File: src/rtl/addh_serial_inc_arb_if.sv
// Request/operand, half-adder and result signals of the shared serial incrementer.
// DEC exists only when ADDH_SEQ_DEC_EN is defined.
interface addh_serial_inc_arb_if #(
  parameter int N = 2,
  parameter int W = 8
);
  localparam int IDW = (N > 1) ? $clog2(N) : 1;

  logic [N-1:0]   REQ;
  logic [N*W-1:0] DIN;
  logic [N-1:0]   GNT;
  logic           HA_A;
  logic           HA_B;
  logic           HA_S;
  logic           HA_CO;
  logic [W-1:0]   DOUT;
  logic           OVF;
  logic           VLD;
  logic [IDW-1:0] ID;
  logic           RDY;
`ifdef ADDH_SEQ_DEC_EN
  logic [N-1:0]   DEC;
`endif

  modport slave (
    input  REQ, DIN, HA_S, HA_CO, RDY,
`ifdef ADDH_SEQ_DEC_EN
    input  DEC,
`endif
    output GNT, HA_A, HA_B, DOUT, OVF, VLD, ID
  );

  modport master (
    output REQ, DIN, HA_S, HA_CO, RDY,
`ifdef ADDH_SEQ_DEC_EN
    output DEC,
`endif
    input  GNT, HA_A, HA_B, DOUT, OVF, VLD, ID
  );
endinterface

File: src/rtl/addh_serial_inc_arb.sv
// Round-robin bit-serial +1 (or -1 with ADDH_SEQ_DEC_EN) over one external half adder; GNT to VLD W+1 cycles.
// Result held on VLD until RDY; REQ ignored while busy, so requesters stall until GNT.
module addh_serial_inc_arb #(
  parameter int N = 2,
  parameter int W = 8
) (
  input  logic                 CLK,
  input  logic                 RN,
  addh_serial_inc_arb_if.slave bus
);
  localparam int IDW = (N > 1) ? $clog2(N) : 1;
  localparam int KW  = (W > 1) ? $clog2(W) : 1;

  typedef enum logic [1:0] {IDLE, RUN, DONE} state_t;

  state_t         state_q, state_d;
  logic [W-1:0]   sr_q, sr_d;
  logic [W-1:0]   r_q, r_d;
  logic           c_q, c_d;
  logic [KW-1:0]  k_q, k_d;
  logic [IDW-1:0] owner_q, owner_d;
  logic [IDW-1:0] ptr_q, ptr_d;
  logic           dec_q, dec_d;
  logic [N-1:0]   gnt;
  logic           found;
  int             sel;
  int             idx;

  always_ff @(posedge CLK or negedge RN) begin
    if (!RN) begin
      state_q <= IDLE;
      sr_q    <= '0;
      r_q     <= '0;
      c_q     <= 1'b0;
      k_q     <= '0;
      owner_q <= '0;
      ptr_q   <= '0;
      dec_q   <= 1'b0;
    end else begin
      state_q <= state_d;
      sr_q    <= sr_d;
      r_q     <= r_d;
      c_q     <= c_d;
      k_q     <= k_d;
      owner_q <= owner_d;
      ptr_q   <= ptr_d;
      dec_q   <= dec_d;
    end
  end

  always_comb begin
    state_d = state_q;
    sr_d    = sr_q;
    r_d     = r_q;
    c_d     = c_q;
    k_d     = k_q;
    owner_d = owner_q;
    ptr_d   = ptr_q;
    dec_d   = dec_q;
    gnt     = '0;
    found   = 1'b0;
    sel     = 0;
    idx     = 0;

    // First requester at or after the pointer, wrapping.
    for (int j = 0; j < N; j++) begin
      idx = int'(ptr_q) + j;
      if (idx >= N) idx = idx - N;
      for (int i = 0; i < N; i++) begin
        if (!found && (i == idx) && bus.REQ[i]) begin
          found = 1'b1;
          sel   = i;
        end
      end
    end

    case (state_q)
      IDLE: begin
        if (found) begin
          for (int i = 0; i < N; i++) begin
            if (i == sel) begin
              gnt[i] = 1'b1;
              sr_d   = bus.DIN[i*W +: W];
`ifdef ADDH_SEQ_DEC_EN
              dec_d  = bus.DEC[i];
`endif
            end
          end
          r_d     = '0;
          c_d     = 1'b1;
          k_d     = '0;
          owner_d = IDW'(sel);
          state_d = RUN;
        end
      end
      RUN: begin
        // Decrement runs as ~(~x + 1): invert operand bits in and sum bits out.
        r_d = (r_q >> 1) | (W'(bus.HA_S ^ dec_q) << (W - 1));
        c_d = bus.HA_CO;
        sr_d = sr_q >> 1;
        k_d = k_q + 1'b1;
        if (k_q == KW'(W - 1)) state_d = DONE;
      end
      DONE: begin
        if (bus.RDY) begin
          ptr_d   = (owner_q == IDW'(N - 1)) ? '0 : owner_q + 1'b1;
          state_d = IDLE;
        end
      end
      default: state_d = IDLE;
    endcase
  end

  // GNT is combinational from REQ, so it is forced low while reset is held.
  assign bus.GNT  = RN ? gnt : '0;
  assign bus.HA_A = (state_q == RUN) & (sr_q[0] ^ dec_q);
  assign bus.HA_B = (state_q == RUN) & c_q;
  assign bus.VLD  = (state_q == DONE);
  assign bus.DOUT = bus.VLD ? r_q : '0;
  assign bus.OVF  = bus.VLD & c_q;
  assign bus.ID   = bus.VLD ? owner_q : '0;
endmodule
File: src/flat_wrapper.sv
// flat-port wrapper written by rule: the top's interface ports become plain ports
module addh_serial_inc_arb_flat 
#(
  parameter int N = 2,
  parameter int W = 8
)
  (CLK, RN, bus_REQ, bus_DIN, bus_HA_S, bus_HA_CO, bus_RDY, bus_GNT, bus_HA_A, bus_HA_B, bus_DOUT, bus_OVF, bus_VLD, bus_ID);
  addh_serial_inc_arb_if #(.N(N), .W(W)) bus_i ();
  input  logic CLK;
  input  logic RN;
  input wire logic [$bits(bus_i.REQ)-1:0] bus_REQ;
  input wire logic [$bits(bus_i.DIN)-1:0] bus_DIN;
  input wire logic [$bits(bus_i.HA_S)-1:0] bus_HA_S;
  input wire logic [$bits(bus_i.HA_CO)-1:0] bus_HA_CO;
  input wire logic [$bits(bus_i.RDY)-1:0] bus_RDY;
  output wire logic [$bits(bus_i.GNT)-1:0] bus_GNT;
  output wire logic [$bits(bus_i.HA_A)-1:0] bus_HA_A;
  output wire logic [$bits(bus_i.HA_B)-1:0] bus_HA_B;
  output wire logic [$bits(bus_i.DOUT)-1:0] bus_DOUT;
  output wire logic [$bits(bus_i.OVF)-1:0] bus_OVF;
  output wire logic [$bits(bus_i.VLD)-1:0] bus_VLD;
  output wire logic [$bits(bus_i.ID)-1:0] bus_ID;
  assign bus_i.REQ = bus_REQ;
  assign bus_i.DIN = bus_DIN;
  assign bus_i.HA_S = bus_HA_S;
  assign bus_i.HA_CO = bus_HA_CO;
  assign bus_i.RDY = bus_RDY;
  assign bus_GNT = bus_i.GNT;
  assign bus_HA_A = bus_i.HA_A;
  assign bus_HA_B = bus_i.HA_B;
  assign bus_DOUT = bus_i.DOUT;
  assign bus_OVF = bus_i.OVF;
  assign bus_VLD = bus_i.VLD;
  assign bus_ID = bus_i.ID;
  addh_serial_inc_arb #(.N(N), .W(W)) u_core (.CLK(CLK), .RN(RN), .bus(bus_i));
endmodule
File: config.mk
export PLATFORM = sky130hd
export DESIGN_NAME = addh_serial_inc_arb_flat
export DESIGN_NICKNAME = d
export VERILOG_FILES = /design/src/rtl/addh_serial_inc_arb_if.sv /design/src/rtl/addh_serial_inc_arb.sv /design/src/flat_wrapper.sv
export SDC_FILE = /design/constraint.sdc
export NUM_CORES = 1
export LEC_CHECK = 0
export BUFFER_PORTS_ARGS = -buffer_cell sky130_fd_sc_hd__buf_2
export CAP_MARGIN = 20
export CORE_ASPECT_RATIO = 0.6
export CORE_UTILIZATION = 45
export DETAILED_ROUTE_END_ITERATION = 6
export PLACE_DENSITY = 0.81
export REMOVE_ABC_BUFFERS = 1
export SETUP_SLACK_MARGIN = 0.5
export SLEW_MARGIN = 20
export SYNTH_ARGS = -nofsm -noshare
export SYNTH_HDL_FRONTEND = slang
export SYNTH_SLANG_ARGS = --single-unit
File: constraint.sdc
create_clock -name CLK -period 3.76 [get_ports CLK]
set_clock_uncertainty 0.1 [all_clocks]
set_input_delay 0.752 -clock CLK [delete_from_list [all_inputs] [get_ports CLK]]
set_output_delay 0.752 -clock CLK [all_outputs]
set_load 0.05 [all_outputs]
==> results.yml, run 1 <==
outcome:
  status: "completed"
sta:
  finalCritPeriodShare: 0.761
  finalHoldViolations: 0
  fmax_mhz: 350
  setup_ws_ns: 0.899
  finalSetupTns_ns: 0
  setup_violations: 0
  grt_setup_unrepaired: "no"
  min_period_ns: 2.86
  relSlewSlack: 0.480
  worst_pin_slew_ns: 0.779
  drv_slew: 0
synthesis:
  synth.distinct_cells: 27
  ys_seq_area_frac: 0.503
  netlist_area_um2: 1190
  yosys_warnings: 0
  synth_seq_cells: 24
  async_reset_ff_frac: 1.00
  postSynthCellCount: 110
  synth_edf_count: 0
  synth_ff_type: "dfrtp_1"
  syn_area_per_cell_um2: 10.9
cells_and_area:
  antennaDiodeCount: 0
  area_delta_synth_final_pct: 22.0
  fill_cells: 224
  final_common_cell: "buf_2"
  layout-drive-gt1-share: 0.329
  nets: 172
  layout_common_cells: "buf_2, dfrtp_1, and2_1"
  layout.cells.non_filler: 178
pwr:
  total_leakage_power_nw: 0.761
  p_per_area_nw_per_um2: 755
  vdd_ir_drop_max_v: 0.000364
grt:
  gr-usage-all-layers: 0.202
  grt_remaining_overflow: 0
  grt_pass1_vias: 924
  grt_max_degree: 25
  grt_pass1_wl_um: 4300
  antenna_found_initial: 0
critical_path:
  cp-endpoint: "bus_ID"
  startpoint_type: "flop"
  cp_max_fo: 14
  end_kind: "output port"
  startpoint: "u_core.state_q[1]"
  crit_type: "flop to output port"
  rr_worst_depth: 3
  r2r_start: "u_core.state_q[1]"
  worstPathArrival_ns: 2.01
  ff2ff_setup_slack_ns: 2.02
  required_ns: 2.91
  reg2reg_to: "u_core.ptr_q"
routing:
  dr.pass1.iters: 4
  highest_layer: "met3"
  route.met2.wl_um: 1150
  ant_nets: 0
  wl_per_cell_um: 14.3
  routed-via-count: 955
  viasPerCell: 5.37
  route.met3.wl_um: 182
  routed_wl_um: 2550
  wirelength_met1_um: 1220
  drc: 0
  drtIter0Drc: 41
floorplan:
  initial_utilization: 0.477
  rows: 14
  die_area_um2: 2870
  ios: 38
  die_w_um: 68.5
  die_y_um: 41.9
  core_area_um2: 2500
clock_network:
  clock_latency_ns: 0.27
  cts_tree: "built"
  cts_resized: 0
  hold_buffers: 0
  cts-root-buf: "clkbuf_8"
  htree_levels: 1
  cts_buffers: 3
  clock_path_buffers: 2
  cts.sinks: 24
  clk_pin_slew_ns: 0.09
  post-cts-setup-buffer-count: 0
placement:
  pre_cts_slack_ns: 1.16
  hpwl_um: 1820
  port_buffers: 37
  place_inst: 174
  globalplace.congestion: 0.836
min_path:
  hp-class: "flop to flop"
job:
  drv_cap: 0
[logic make-up (layout without fill, tap and decap cells)]
group / count (synthesis) / in the layout / share of synthesized area
simple gates: 33 / 33 / 0.175
fa+ha+maj: 2 / 2 / 0.0209
compound gates: 34 / 34 / 0.186
buf+inv: 9 / 45 / 0.0440
mux: 8 / 8 / 0.0712
flops: 24 / 24 / 0.503
[area by class of cell]
| class | instances | area, µm² | share of cell area |
|---|---|---|---|
| Tap cell | 32 | 40.0 | 0.0275 |
| Timing Repair Buffer | 38 | 193 | 0.132 |
| Clock inverter | 1 | 30.0 | 0.0206 |
| Clock buffer | 3 | 41.3 | 0.0283 |
| Inverter | 3 | 11.3 | 0.00773 |
| Sequential cell | 24 | 601 | 0.412 |
| Multi-Input combinational cell | 77 | 542 | 0.372 |
[synth_stat cells, types with 2 or more instances]
cell	instances	area, µm²
a22o_1	11	96.3
ha_1	2	25.0
o21ai_0	7	35.0
dfrtp_1	24	601
mux2i_1	7	70.1
nor2_1	5	18.8
a21oi_1	11	55.1
nand2_1	4	15.0
and2_1	12	75.1
or3b_1	6	52.6
inv_1	2	7.51
buf_4	2	15.0
buf_2	3	15.0
[worst min path at each step]
stage	start	endpoint	slack, ns	cells past startpoint
floorplan	u_core.k_q[0]	u_core.k_q[0]	0.35	1
global placement	u_core.k_q[0]	u_core.k_q[0]	0.36	1
detailed placement	u_core.r_q[0]	u_core.r_q[0]	0.38	1
CTS	u_core.owner_q	u_core.ptr_q	0.40	1
global route	u_core.r_q[0]	u_core.r_q[0]	0.41	1
finish	u_core.owner_q	u_core.ptr_q	0.39	1
[worst max-delay path, stage by stage, from the launching register on]
cell and delay (ns):
dfrtp_1 0.57, nor2b_1 0.69, and2_1 0.22, buf_2 0.26
[metal layers]
layer  vias to the layer above  track usage
met5                         -            0
met4                         0       0.0125
met1                       457        0.277
met3                         0       0.0522
met2                        31        0.333
li1                        467            -
[metrics by stage]
stage,instance area [µm²],hold WS [ns],utilization,total power [mW]
6_report,1460,0.393,0.582,1.10
5_1_grt,1460,0.409,0.582,1.19
4_1_cts,1460,0.400,0.582,1.11
3_5_place_dp,1390,0.378,0.553,0.881
3_3_place_gp,1390,0.363,0.553,0.857
2_1_floorplan,1150,0.346,-,0.767
[state kept, by name (all words and copies together), names as in the netlist]
register / count
u_core.state_q: 2
u_core.c_q: 1
u_core.k_q: 3
u_core.owner_q: 1
u_core.ptr_q: 1
u_core.sr_q: 8
u_core.r_q: 8
[power breakdown]
group	internal [mW]	leakage (nW)	switching (mW)
combinational	0.183	0.429	0.238
clock	0.142	0.0357	0.0796
sequential	0.373	0.296	0.0842
total	0.698	0.761	0.402
Note: power is estimated with default switching activity, not from simulation.
==> run 2: changes to the inputs <==
==> constraint.sdc (replaced) <==
create_clock -name CLK -period 2.8 [get_ports CLK]
set_clock_uncertainty 0.1 [all_clocks]
set_input_delay 0.56 -clock CLK [delete_from_list [all_inputs] [get_ports CLK]]
set_output_delay 0.56 -clock CLK [all_outputs]
set_load 0.05 [all_outputs]
==> run 2 against run 1 <==
Effect of this change: sequential power grew 36%; total power grew 37%; hold slack lost 0.19 ns; clock-buffer cell count is the same; first-iteration DRC count grew 15%; critical endpoint is now bus_HA_B; design area grew 1.5%; sequential share of layout area shrank 0.46 points; clock power grew 35%; register-to-register slack lost 0.75 ns; wire length grew 5.8%; global-route usage grew 1.7 points.
==> results.yml, run 2 (synthesis results as in run 1) <==
floorplan:
  die_area_um2: 2870
  ios: 38
  rows: 14
  die_y_um: 41.9
  initial_utilization: 0.477
  core_area_um2: 2500
  die_w_um: 68.5
critical_path:
  rr_worst_depth: 4
  worstPathArrival_ns: 1.55
  required_ns: 2.14
  worst_path_largest_cell_delay_ns: 0.48
  startpoint_type: "flop"
  crit_cells: 3
  cp_cell_sequence: "and2b_4, and2_1, buf_2"
  slowest_stage: "dfrtp_2"
  cp_max_fo: 15
  reg2reg_to: "u_core.sr_q[7]"
  crit_type: "flop to output port"
  crit_family: "simple AND/OR/NAND/NOR gates"
  r2r_start: "u_core.state_q[0]"
  end_kind: "output port"
  path_buf_inv: 1
  ff2ff_setup_slack_ns: 1.27
sta:
  finalSetupTns_ns: 0
  worst_pin_slew_ns: 0.526
  fmax_mhz: 452
  min_period_ns: 2.21
  finalHoldViolations: 0
  finalCritPeriodShare: 0.791
  grt_setup_unrepaired: "no"
  drv_slew: 0
  relSlewSlack: 0.648
  setup_violations: 0
pwr:
  vdd_ir_drop_max_v: 0.000519
  pwr-share-seq: 0.413
  p_sw_frac: 0.368
  clkPwrFrac: 0.198
  p_switching_mw: 0.554
  intPower_mw: 0.952
  p_total_mw: 1.51
  combinationalPowerShare: 0.389
  p_per_area_nw_per_um2: 1020
  total_leakage_power_nw: 0.772
min_path:
  hp-class: "input pin to asynchronous set/reset pin"
job:
  drv_cap: 0
routing:
  drtIter0Drc: 47
  wirelength_met1_um: 1230
  drc: 0
  dr.pass1.iters: 4
  ant_nets: 0
  viasPerCell: 5.41
  routed-via-count: 973
  routed_wl_um: 2700
  route.met2.wl_um: 1210
  route.met3.wl_um: 200
  highest_layer: "met4"
  wl_per_cell_um: 15.0
clock_network:
  htree_levels: 1
  clock_path_buffers: 2
  cts_tree: "built"
  cts_buffers: 3
  clk_pin_slew_ns: 0.08
  clock_latency_ns: 0.26
  cts-root-buf: "clkbuf_8"
  cts.sinks: 24
grt:
  grt_pass1_vias: 941
  antenna_found_initial: 0
  grt_remaining_overflow: 0
  grt_max_degree: 25
  gr-usage-all-layers: 0.219
  grt_pass1_wl_um: 4390
placement:
  globalplace.congestion: 0.859
  port_buffers: 37
  hpwl_um: 2020
cells_and_area:
  area_delta_synth_final_pct: 23.9
  layout_common_cells: "buf_2, dfrtp_1, and2_1"
  multi_input_area_um2: 544
  antennaDiodeCount: 0
  reg_top3: "u_core.r_q (8), u_core.sr_q (8), u_core.k_q (3)"
  seq_area_um2: 603
  layout-drive-gt1-share: 0.358
  nets: 174
  final_common_cell: "buf_2"
  fill_cells: 225
outcome:
  status: "completed"
run 2: changes by cell type in the layout (fill, tap and decap cells not counted), sizes merged:
cell  previous run  this run
buf             38        40
run 2: routing by layer:
layer,vias up,track usage
li1,468,-
met1,458,0.278
met2,39,0.331
met3,8,0.0934
met4,0,0.0792
met5,-,0
run 2: worst max path at each step:
stage                      startpoint           to  slack [ns]
floorplan           u_core.state_q[1]  bus_DOUT[0]        0.06
global placement    u_core.state_q[1]     bus_HA_A        0.66
detailed placement  u_core.state_q[1]     bus_HA_A        0.60
CTS                 u_core.state_q[0]   bus_GNT[0]        0.52
global route        u_core.state_q[1]     bus_HA_B        0.51
finish              u_core.state_q[1]     bus_HA_B        0.59
run 2: layout make-up:
class	count	share of cell area
clock buffer	3	0.0279
clock inverter	1	0.0203
inverter	3	0.00761
multi-input combinational	77	0.368
sequential	24	0.407
tap	32	0.0270
timing repair buffer	40	0.142
run 2: power groups by stage:
stage                     clock network, mW  registers, mW  logic, mW
after floorplan                           0          0.582      0.448
after global placement                    0          0.610      0.552
after detailed placement                  0          0.620      0.584
after CTS                             0.303          0.618      0.592
after global routing                  0.321          0.643      0.649
final                                 0.299          0.621      0.586
run 2: metrics by stage:
stage	util	cell area (µm²)	cells	setup WS, ns	hold WS (ns)
2_1_floorplan	-	1150	104	0.0598	0.164
3_3_place_gp	0.559	1400	176	0.660	0.361
3_5_place_dp	0.559	1400	176	0.600	0.378
5_1_grt	0.591	1480	180	0.511	0.222
6_report	0.591	1480	180	0.585	0.200
4_1_cts	0.589	1480	180	0.519	0.211
run 2: what timing repair did:
item,in CTS,in global routing
setup buffers,0,0
pin swaps,0,0
setup endpoints to repair,2,13
resized for setup,2,4
hold buffers,0,0
